$ cat config.mk
export PLATFORM = sky130hd
export DESIGN_NAME = hazard_ctrl
export DESIGN_NICKNAME = d
export VERILOG_FILES = /design/src/rtl/hazard_ctrl.sv
export SDC_FILE = /design/constraint.sdc
export NUM_CORES = 1
export LEC_CHECK = 0
export ABC_AREA = 1
export CAP_MARGIN = 10
export CORE_MARGIN = 2
export CORE_UTILIZATION = 40
export DETAILED_ROUTE_END_ITERATION = 6
export GPL_TIMING_DRIVEN = 0
export PLACE_DENSITY = 0.71
export SLEW_MARGIN = 5
export SYNTH_ARGS = -nofsm -noshare
export SYNTH_HDL_FRONTEND = slang
export SYNTH_SLANG_ARGS = --single-unit
$ cat constraint.sdc
create_clock -name clock -period 2.3 [get_ports clock]
set_input_delay 0.23 -clock clock [delete_from_list [all_inputs] [get_ports clock]]
set_output_delay 0.23 -clock clock [all_outputs]
set_load 0.02 [all_outputs]
$ cat src/rtl/hazard_ctrl.sv
// hazard_ctrl - pipeline sequencing controller for the 4-stage core
//   IF/ID (REG1) -> EX (REG2) -> MEM (REG3) -> WB (REG4)
//
// Tracks the destination registers of in-flight instructions in a 3-slot
// scoreboard (EX, MEM, WB).  There is no forwarding path, so it does two things:
//   - On a read-after-write hazard it holds fetch/decode and injects EX bubbles.
//   - After a taken branch it kills the wrong-path REG1 instruction for
//     FLUSH_CYCLES cycles.
// It also keeps saturating debug counters of stall and flush cycles.
//
// Ports:
//   clock, reset         rising-edge clock, asynchronous active-high reset
//   id_valid             REG1 holds a real instruction
//   id_ra_addr/used      source A register and its read enable
//   id_rb_addr/used      source B register and its read enable
//   id_rt_addr/used      rt register (destination or store data) and its read enable
//   id_reg_write         REG1 instruction writes rt
//   ex_branch_taken      branch resolved taken in EX this cycle
//   stall_fetch          hold PC and REG1
//   bubble_ex            zero REG2 write/memory controls
//   flush_id             kill the REG1 instruction
//   hazard_active        registered (stall_fetch | flush_id)
//   stall_count          saturating count of stall cycles
//   flush_count          saturating count of flush cycles
module hazard_ctrl #(
    parameter int WB_BYPASS    = 1,
    parameter int FLUSH_CYCLES = 1,
    parameter int CNT_W        = 16
) (
    input  logic             clock,
    input  logic             reset,
    input  logic             id_valid,
    input  logic [4:0]       id_ra_addr,
    input  logic             id_ra_used,
    input  logic [4:0]       id_rb_addr,
    input  logic             id_rb_used,
    input  logic [4:0]       id_rt_addr,
    input  logic             id_rt_used,
    input  logic             id_reg_write,
    input  logic             ex_branch_taken,
    output logic             stall_fetch,
    output logic             bubble_ex,
    output logic             flush_id,
    output logic             hazard_active,
    output logic [CNT_W-1:0] stall_count,
    output logic [CNT_W-1:0] flush_count
);

    typedef enum logic [1:0] {
        ST_RUN   = 2'd0,
        ST_STALL = 2'd1,
        ST_FLUSH = 2'd2
    } state_t;

    // Counter load value: FLUSH state covers the cycles after the branch cycle.
    localparam logic [1:0] FC_LOAD = 2'(FLUSH_CYCLES - 1);

    state_t           r_state;
    state_t           w_state_nxt;
    logic [1:0]       r_fcnt;
    logic [1:0]       w_fcnt_nxt;

    logic             r_ex_v;
    logic [4:0]       r_ex_a;
    logic             r_mem_v;
    logic [4:0]       r_mem_a;
    logic             r_wb_v;
    logic [4:0]       r_wb_a;

    logic             r_hazard_active;
    logic [CNT_W-1:0] r_stall_cnt;
    logic [CNT_W-1:0] r_flush_cnt;

    logic             w_wb_chk;
    logic             w_hit_ra;
    logic             w_hit_rb;
    logic             w_hit_rt;
    logic             w_hazard;
    logic             w_ex_new_v;

    function automatic logic src_hit(
        input logic       used,
        input logic [4:0] addr,
        input logic       ex_v,
        input logic [4:0] ex_a,
        input logic       mem_v,
        input logic [4:0] mem_a,
        input logic       wb_v,
        input logic [4:0] wb_a
    );
        return used & ((ex_v  & (ex_a  == addr)) |
                       (mem_v & (mem_a == addr)) |
                       (wb_v  & (wb_a  == addr)));
    endfunction

    // With same-cycle WB write-through the WB slot never causes a hazard.
    assign w_wb_chk = (WB_BYPASS == 0) ? r_wb_v : 1'b0;

    assign w_hit_ra = src_hit(id_ra_used, id_ra_addr, r_ex_v, r_ex_a,
                              r_mem_v, r_mem_a, w_wb_chk, r_wb_a);
    assign w_hit_rb = src_hit(id_rb_used, id_rb_addr, r_ex_v, r_ex_a,
                              r_mem_v, r_mem_a, w_wb_chk, r_wb_a);
    assign w_hit_rt = src_hit(id_rt_used, id_rt_addr, r_ex_v, r_ex_a,
                              r_mem_v, r_mem_a, w_wb_chk, r_wb_a);

    assign w_hazard = id_valid & (w_hit_ra | w_hit_rb | w_hit_rt);

    // Stalled or flushed instructions do not advance, so they never enter EX.
    assign w_ex_new_v = id_valid & id_reg_write & ~stall_fetch & ~flush_id;

    always_comb begin
        w_state_nxt = r_state;
        w_fcnt_nxt  = r_fcnt;
        stall_fetch = 1'b0;
        bubble_ex   = 1'b0;
        flush_id    = 1'b0;
        case (r_state)
            ST_RUN, ST_STALL: begin
                if (ex_branch_taken) begin
                    flush_id    = 1'b1;
                    w_fcnt_nxt  = FC_LOAD;
                    w_state_nxt = (FC_LOAD != 2'd0) ? ST_FLUSH : ST_RUN;
                end else if (w_hazard) begin
                    stall_fetch = 1'b1;
                    bubble_ex   = 1'b1;
                    w_state_nxt = ST_STALL;
                end else begin
                    w_state_nxt = ST_RUN;
                end
            end
            ST_FLUSH: begin
                flush_id = 1'b1;
                if (ex_branch_taken) begin
                    w_fcnt_nxt  = FC_LOAD;
                    w_state_nxt = (FC_LOAD != 2'd0) ? ST_FLUSH : ST_RUN;
                end else begin
                    w_fcnt_nxt  = (r_fcnt != 2'd0) ? (r_fcnt - 2'd1) : 2'd0;
                    w_state_nxt = (r_fcnt <= 2'd1) ? ST_RUN : ST_FLUSH;
                end
            end
            default: begin
                w_state_nxt = ST_RUN;
                w_fcnt_nxt  = 2'd0;
            end
        endcase
    end

    always_ff @(posedge clock or posedge reset) begin
        if (reset) begin
            r_state <= ST_RUN;
            r_fcnt  <= 2'd0;
        end else begin
            r_state <= w_state_nxt;
            r_fcnt  <= w_fcnt_nxt;
        end
    end

    always_ff @(posedge clock or posedge reset) begin
        if (reset) begin
            r_ex_v  <= 1'b0;
            r_ex_a  <= '0;
            r_mem_v <= 1'b0;
            r_mem_a <= '0;
            r_wb_v  <= 1'b0;
            r_wb_a  <= '0;
        end else begin
            r_ex_v  <= w_ex_new_v;
            r_ex_a  <= id_rt_addr;
            r_mem_v <= r_ex_v;
            r_mem_a <= r_ex_a;
            r_wb_v  <= r_mem_v;
            r_wb_a  <= r_mem_a;
        end
    end

    always_ff @(posedge clock or posedge reset) begin
        if (reset) begin
            r_hazard_active <= 1'b0;
            r_stall_cnt     <= '0;
            r_flush_cnt     <= '0;
        end else begin
            r_hazard_active <= stall_fetch | flush_id;
            if (stall_fetch && (r_stall_cnt != '1))
                r_stall_cnt <= r_stall_cnt + CNT_W'(1);
            if (flush_id && (r_flush_cnt != '1))
                r_flush_cnt <= r_flush_cnt + CNT_W'(1);
        end
    end

    assign hazard_active = r_hazard_active;
    assign stall_count   = r_stall_cnt;
    assign flush_count   = r_flush_cnt;

endmodule

# --- Word level (Yosys, flattened, before mapping) ---
# Index checks and enable logic that the tools add are counted.
# W data, S select, Z words.
classes:
  n_addsub: 3
  n_lt_le_gt_ge: 1
  n_eq_ne: 11
  muxes: 14
  bitwise_logic: 21
  n_reduce_logical: 5
op_table:
  columns: ["operator", "count"]
  rows:
  - ["$add A16 B1 Y16 const B", 2]
  - ["$ne A16 B16 Y1 const B", 2]
  - ["$eq A5 B5 Y1", 6]
  - ["$and A1 B1 Y1", 13]
  - ["$mux W2", 5]
  - ["$pmux W2 S2", 2]
  - ["$mux W1", 6]
  - ["$or A1 B1 Y1", 6]
  - ["$eq A2 B1 Y1 const B", 1]
  - ["$eq A2 B2 Y1 const B", 1]
  - ["$le A2 B1 Y1 const B", 1]
  - ["$logic_and A1 B1 Y1", 2]
  - ["$logic_not A2 Y1", 1]
  - ["$ne A2 B2 Y1 const B", 1]
  - ["$not A1 Y1", 2]
  - ["$pmux W1 S2", 1]
  - ["$reduce_bool A2 Y1", 1]
  - ["$reduce_or A2 Y1", 1]
  - ["$sub A2 B1 Y2 const B", 1]
word_totals:
  register_bits: 49
  input_bits: 23
  out_inout_bits: 36
  wordCells: 64

# --- Logic depth before layout (Yosys ltp) ---
# Gate-level depths: netlist (run 1).
depth:
  depth_word: 13
  ltp_mapped: 12
  depth_no_buf: 11

# --- Least setup slack after synthesis (run 1) ---
# No wires, ideal clock.
synth_timing:
  path_type: "flip-flop to flip-flop"
  start: "register r_stall_cnt[0], in the netlist stall_count[0]"
  end: "register r_stall_cnt[3], in the netlist stall_count[3]"
  setup_ns: 0.066
  arrival_ns: 1.748
  t_required_ns: 2.234
  setup_slack_ns: 0.486
  stages_incl_launch_ff: 11
  n_path_buf: 1
  synth_period_minus_slack_ns: 1.814
  cell_sequence: "dfrtp_1 -> ha_1 -> nand3_1 -> inv_2 -> nand2_2 -> nor3_4 -> nand4_4 -> nand3_2 -> buf_6 -> nand2_1 -> nand2_1"
synth_via:
  elab_chain_len: 2
  word_cells_on_any_way: 3
  classes_between: "1 x add/sub; 1 x eq/ne; 1 x reduce/logical"
synth_lines:
  columns: ["element", "line", "source"]
  rows:
  - ["start, declared", "71", "logic [CNT_W-1:0] r_stall_cnt;"]
  - ["start signal, assigned", "184", "r_stall_cnt <= r_stall_cnt + CNT_W'(1);"]
  - ["branches (longest 2 deep; another with $add A16 B1 Y16)", null, null]
# Several ways; the timed one is not identified.
# A chain may end at the register's enable or synchronous reset.

# --- Final worst setup path (run 1) ---
layout_timing:
  start: "input id_rt_addr[4]"
  end: "output stall_fetch"
layout_via:
  elab_chain_len: 9
  word_cells_on_any_way: 11
  classes_between: "2 x eq/ne; 3 x mux; 6 x bitwise"
layout_lines:
  columns: ["element", "line", "source"]
  rows:
  - ["start, declared", "37", "input logic [4:0] id_rt_addr,"]
  - ["$eq A5 B5 Y1 (on tied branches)", "91, 92", null]
  - ["$and A1 B1 Y1 (on tied branches)", "91, 92", null]
  - ["$or A1 B1 Y1 (*)", "91", "return used & ((ex_v & (ex_a == addr)) |"]
  - ["$and A1 B1 Y1 (*)", "91", null]
  - ["$or A1 B1 Y1 (*)", "106", "assign w_hazard = id_valid & (w_hit_ra | w_hit_rb | w_hit_rt);"]
  - ["$and A1 B1 Y1 (*)", "106", null]
  - ["$mux W1 (*)", "123", "end else if (w_hazard) begin"]
  - ["$mux W1 (*)", "119", "if (ex_branch_taken) begin"]
  - ["$mux W1 (*)", "117", "case (r_state)"]
  - ["end, declared", "41", "output logic stall_fetch,"]
# Every way passes the cells marked *; elsewhere a longest branch is shown, timed or not.

==> run_results.csv, run 1 <==
group,metric,value,unit
cts,clock_tree.root_cell,"clkbuf_8",
synth,synth_fp_nets,433,
worst_hold_path,holdCritPathClass,"input port to asynchronous set/reset pin",
route,routed_wirelength,6.892,mm
cts,ctsLongestPathBuffers,2,
flow_run,max_cap_viol_count,0,
global_route,grt_max_degree,39,
final_layout,drive_gt1_share,8.977,%
setup_path,critical_path.max_fanout,6,
setup_path,critPathKind,"input port to output pin",
setup_path,path_cells,"clkdlybuf4s50_1 -> inv_1 -> nand2_1 -> nand2_1 -> nor2_1 -> nand3_1 -> nand2_1 -> nand2_1 -> nand3_4 -> nand2_1 -> inv_2 -> buf_4 -> buf_2",
synth,synthDistinctLibCells,25,
cts,clock-sinks,49,
setup_path,max_stage_delay,0.53,ns
placement,post-place-ws,-0.3647,ns
global_route,grt_antenna_before_repair,0,
floorplan,fp.dieH,89.39,um
global_route,grt_usage,17.72,%
floorplan,initial_core_util,40.87,%
final_layout,syn_to_final_growth,28.83,%
floorplan,core_area,0.007137,mm^2
setup_path,cp_common_cell,"nand2_1",
synth,yosysWarnings,0,
timing,whs,0.1942,ns
cts,clk_latency,0.30,ns
placement,dp.cells,566,
floorplan,rows,31,
global_route,grt_pass1_vias,2443,
synth,netlist_instances,408,
placement,hpwl,5.233,mm
timing,period_share,91.78,%
synth,synthTopCellsByArea,"dfrtp_1 42%, nand2_1 20%, inv_1 5.4%",
global_route,overflow,0,
setup_path,endpoint_kind,"output pin",
timing,rsz0062_at_grt,"no",
cts,cts_tree,"done",
timing,slew_violations,0,
timing,fmax,473.7,MHz
final_layout,mostFrequentLayoutCells,"155 x nand2_1, 55 x clkdlybuf4s50_1, 49 x dfrtp_1, 41 x nor2_1, 40 x inv_1",
route,drt-initial-drc-count,186,
final_layout,final_cells,578,
timing,setup_viol,0,
synth,synth_top_area_share,42.04,%
cts,hold_buffers,0,
timing,max_slew_margin,63.07,%
timing,setup_ws,0.1890,ns
setup_path,critPathSlowestCell,"clkdlybuf4s50_1",
synth,mappedNetlistArea,0.002917,mm^2
power_and_ir_drop,p_per_area,596.1,mW/mm^2
setup_path,worstPathArrival,1.88,ns
power_and_ir_drop,power,2.240,mW
synth,synth_area_per_cell,7.148,um^2
timing,hold_viol_final,0,
placement,gp_congestion,0.9145,
placement,portBuffers,58,
route,drc_errors,0,
final_layout,nets,503,
route,ant_nets,0,
global_route,grt_pass1_wl,11.20,mm
floorplan,ioPinCount,59,
timing,finalCriticalPeriod,2.111,ns
power_and_ir_drop,ir_drop,0.4929,mV
route,vias_per_cell,4.772,
power_and_ir_drop,p_leak,1.892,nW
status,outcome,"finished, final reports clean",
synth,yosysTopAreaCell,"dfrtp_1",
route,wire_per_inst,11.92,um
cts,clk_pin_slew,0.09,ns
route,vias,2758,
route,drtPass1Iterations,5,
synth,synth_seq_cells,49,
synth,synth_seq_area_share,42.04,%
timing,tightest_slew,0.5489,ns
setup_path,start_kind,"input port",
setup_path,required,2.07,ns
final_layout,n_antenna_cell,0,
cts,htreeDepth,2,
floorplan,dieArea,0.007991,mm^2
timing,finalClockSkew,0.005371,ns
floorplan,die_w,89.39,um
final_layout,final_common_cell,"nand2_1",
cts,cts_buffers,5,
[synth_stat cells]
| master | number |
|---|---|
| nor2_1 | 41 |
| a31oi_1 | 1 |
| nand2_1 | 155 |
| ha_1 | 2 |
| clkbuf_1 | 1 |
| o21ai_0 | 10 |
| inv_2 | 10 |
| nor4_1 | 3 |
| nand3_1 | 19 |
| buf_4 | 1 |
| dfrtp_1 | 49 |
| nor3_4 | 1 |
| nand2_2 | 2 |
| buf_6 | 1 |
| xnor2_1 | 11 |
| nand4_4 | 1 |
| xor2_1 | 16 |
| nor3_2 | 1 |
| nand3_2 | 2 |
| inv_1 | 42 |
| a21oi_1 | 2 |
| buf_2 | 3 |
| nor2_2 | 4 |
| nand4_1 | 20 |
| nor3_1 | 10 |
[flip-flops by register name, indices dropped and copies added, names as in the netlist, 2 cells and up]
name         flops
r_state          2
r_mem_a          5
stall_count     16
r_ex_a           5
r_fcnt           2
flush_count     16
[critical path: cells and delay by family]
| family | cells | cell delay [ns] |
|---|---|---|
| and+or+nand+nor | 8 | 0.70 |
| buffers and inverters | 5 | 0.96 |
[metal layers]
layer  global-route usage, %  vias up  part of all wire (%)
met4                   4.342        0                  0.73
met1                   25.85     1265                    47
met5                       0        -                     0
met2                   27.68       74                    47
li1                        -     1414                     -
met3                   2.678        5                   5.1
[worst paths after layout]
| path | startpoint | end | slack, ns | depth (start not counted) |
|---|---|---|---|---|
| max in group asynchronous | reset | r_state[0] | 1.62 | 3 |
| min in group clock | id_rt_addr[3] | r_ex_a[3] | 0.26 | 1 |
| worst min-delay path | reset | stall_count[5] | 0.19 | 2 |
| worst min register to register | r_ex_a[0] | r_mem_a[0] | 0.45 | 0 |
| worst max register to register | stall_count[0] | stall_count[4] | 0.30 | 10 |
| worst max-delay path | id_rt_addr[4] | stall_fetch | 0.19 | 13 |
[power breakdown]
group,switching (mW),internal [mW]
clock,0.296,0.216
sequential,0.112,0.954
combinational,0.370,0.291
total,0.778,1.46
[cell type report]
| class | instances | area, um^2 |
|---|---|---|
| buffer | 6 | 37.54 |
| clock buffer | 5 | 68.82 |
| clock inverter | 3 | 21.27 |
| fill | 703 | 3379 |
| inverter | 52 | 195.2 |
| multi-input combinational | 301 | 1465 |
| sequential | 49 | 1226 |
| tap | 99 | 123.9 |
| timing repair buffer | 63 | 619.3 |
[cells by family after synthesis]
| logic type | count (synthesis) | share of synthesized area, % |
|---|---|---|
| buffers and inverters | 58 | 7.979 |
| and+or+nand+nor | 259 | 38.74 |
| xor gates and xnor gates | 27 | 8.108 |
| DFF | 49 | 42.04 |
| AOI/OAI and AO/OA | 13 | 2.274 |
| adders and majority gates | 2 | 0.8579 |
[metrics by stage]
stage	area (um^2)	TNS, ns	utilization, %
3_3_place_gp	3621	-6.974	50.74
6_report	3757	0	52.65
3_5_place_dp	3641	-0.6369	51.02
5_1_grt	3757	0	52.65
2_1_floorplan	2917	0	-
4_1_cts	3737	0	52.37
[timing repair]
action / CTS / global route
setup buffers: 0 / 4
pin swaps: 0 / 2
endpoints found under the setup margin: 2 / 2
resized for setup: 6 / 4
No activity file was read; power rests on OpenSTA's default activity.
==> inputs of run 2 (changes only) <==
--- a/config.mk
+++ b/config.mk
@@ -9,7 +9,9 @@
 export CAP_MARGIN = 10
 export CORE_MARGIN = 2
 export CORE_UTILIZATION = 40
+export CTS_CLUSTER_DIAMETER = 50
 export DETAILED_ROUTE_END_ITERATION = 6
+export GPL_ROUTABILITY_DRIVEN = 0
 export GPL_TIMING_DRIVEN = 0
 export PLACE_DENSITY = 0.71
 export SLEW_MARGIN = 5
==> run 2 against run 1 <==
Critical path depth unchanged. Wire length up 0.39%. Non-clock buffer count down 1. Via count up 0.22%. Setup slack better by 0.013 ns. Largest cell class unchanged.
==> run_results.csv, run 2 (synthesis results as in run 1) <==
group,metric,value,unit
status,outcome,"finished, final reports clean",
route,dr_wl_met2,3.202,mm
setup_path,cp_common_cell,"nand2_1",
global_route,grt_pass1_vias,2493,
route,top_layer,"met4",
cts,clock_tree.root_cell,"clkbuf_8",
setup_path,reg2reg_depth,10,
cts,cts_tree,"done",
route,drt-initial-drc-count,182,
final_layout,n_antenna_cell,0,
setup_path,rr_endpoint,"stall_count[3]",
setup_path,path_cells,"clkdlybuf4s50_1 -> inv_1 -> nand2_1 -> nand2_1 -> nor2_1 -> nand3_1 -> nand2_1 -> nand2_1 -> nand3_4 -> nand2_1 -> inv_1 -> buf_4 -> buf_4",
timing,setup_viol,0,
cts,cts_buffers,5,
timing,hold_viol_final,0,
floorplan,dieArea,0.007991,mm^2
route,wl_met1,3.243,mm
power_and_ir_drop,p_per_area,623.9,mW/mm^2
cts,clk_latency,0.29,ns
timing,max_slew_margin,63.04,%
setup_path,r2r_start,"stall_count[0]",
floorplan,fp.dieH,89.39,um
setup_path,endpoint_kind,"output pin",
worst_hold_path,holdCritPathClass,"input port to asynchronous set/reset pin",
route,vias_per_cell,4.790,
route,drc_errors,0,
placement,portBuffers,58,
global_route,grt_pass1_wl,11.26,mm
final_layout,mostFrequentLayoutCells,"155 x nand2_1, 56 x clkdlybuf4s50_1, 49 x dfrtp_1, 41 x inv_1, 41 x nor2_1",
route,vias,2764,
setup_path,regToRegSetupSlack,0.30,ns
flow_run,max_cap_viol_count,0,
timing,period_share,91.22,%
route,route.met3.wl,377,um
timing,finalCriticalPeriod,2.098,ns
cts,ctsLongestPathBuffers,2,
final_layout,nets,502,
power_and_ir_drop,power,2.358,mW
global_route,grt_usage,17.88,%
floorplan,rows,31,
setup_path,critPathSlowestCell,"clkdlybuf4s50_1",
floorplan,core_area,0.007137,mm^2
floorplan,initial_core_util,40.87,%
route,ant_nets,0,
floorplan,die_w,89.39,um
global_route,overflow,0,
setup_path,critPathKind,"input port to output pin",
timing,rsz0062_at_grt,"no",
final_layout,syn_to_final_growth,29.60,%
global_route,grt_antenna_before_repair,0,
final_layout,final_common_cell,"nand2_1",
setup_path,required,2.07,ns
cts,htreeDepth,2,
setup_path,max_stage_delay,0.53,ns
timing,final.setup.tns,0,ns
setup_path,critical_path.max_fanout,6,
placement,post-place-ws,-0.3334,ns
route,drtPass1Iterations,4,
cts,clock-sinks,49,
final_layout,drive_gt1_share,8.368,%
timing,setup_ws,0.2019,ns
setup_path,start_kind,"input port",
timing,finalClockSkew,0.01345,ns
timing,fmax,476.6,MHz
floorplan,ioPinCount,59,
placement,hpwl,5.281,mm
power_and_ir_drop,ir_drop,0.5098,mV
route,wire_per_inst,11.99,um
setup_path,worstPathArrival,1.87,ns
timing,slew_violations,0,
cts,hold_buffers,0,
power_and_ir_drop,p_leak,1.901,nW
cts,clk_pin_slew,0.09,ns
timing,tightest_slew,0.5494,ns
global_route,grt_max_degree,39,
route,routed_wirelength,6.919,mm
==> run 2: metrics by stage <==
stage	std cells	area, um^2	hold WS, ns	util (%)
after floorplan	408	2917	0.2614	-
after global placement	565	3621	0.4286	50.74
after detailed placement	566	3641	0.4357	51.02
after CTS	574	3754	0.1958	52.59
after global routing	577	3780	0.2258	52.96
final	577	3780	0.1902	52.96
==> run 2: worst max-delay path by stage <==
| stage | startpoint | endpoint | slack [ns] | cells after the start |
|---|---|---|---|---|
| 2_1_floorplan | stall_count[0] | stall_count[3] | 0.49 | 10 |
| 3_3_place_gp | id_rt_addr[3] | stall_fetch | -0.35 | 13 |
| 3_5_place_dp | id_rt_addr[3] | stall_fetch | -0.33 | 13 |
| 4_1_cts | id_rt_addr[3] | bubble_ex | 0.02 | 12 |
| 5_1_grt | id_rt_addr[3] | stall_fetch | 0.008 | 13 |
| 6_report | id_ra_addr[4] | stall_fetch | 0.20 | 13 |
==> run 2: where the power goes <==
group	switching [mW]	leakage [nW]	total, mW	internal, mW
sequential	0.112	0.636	1.07	0.954
combinational	0.370	1.21	0.662	0.292
clock	0.276	0.0585	0.631	0.355
total	0.757	1.90	2.36	1.60
==> run 2: cell type report <==
class / instances / area, um^2
clock buffers: 7 / 86.33
flip-flops and latches: 49 / 1226
plain buffers: 6 / 37.54
inverters: 52 / 195.2
fillers: 717 / 3357
repair buffers: 62 / 615.6
clock inverters: 1 / 30.03
multi-input cells: 301 / 1465
well taps: 99 / 123.9
==> run 2: worst max-delay path, delay by kind of cell <==
kind | cells | cell delay [ns]
and+or+nand+nor | 8 | 0.70
buffers and inverters | 5 | 0.94
==> run 2: what timing repair did <==
| action | 4_1_cts | 5_1_grt |
|---|---|---|
| setup endpoints to repair | 2 | 2 |
| gates resized for setup | 3 | 3 |
| pin swaps | 0 | 1 |
| buffers inserted | 0 | 3 |
==> run 2: layer usage <==
metal | vias up | global-route usage [%]
li1 | 1422 | -
met1 | 1245 | 25.09
met2 | 89 | 27.54
met3 | 8 | 3.970
met4 | 0 | 5.699
met5 | - | 0
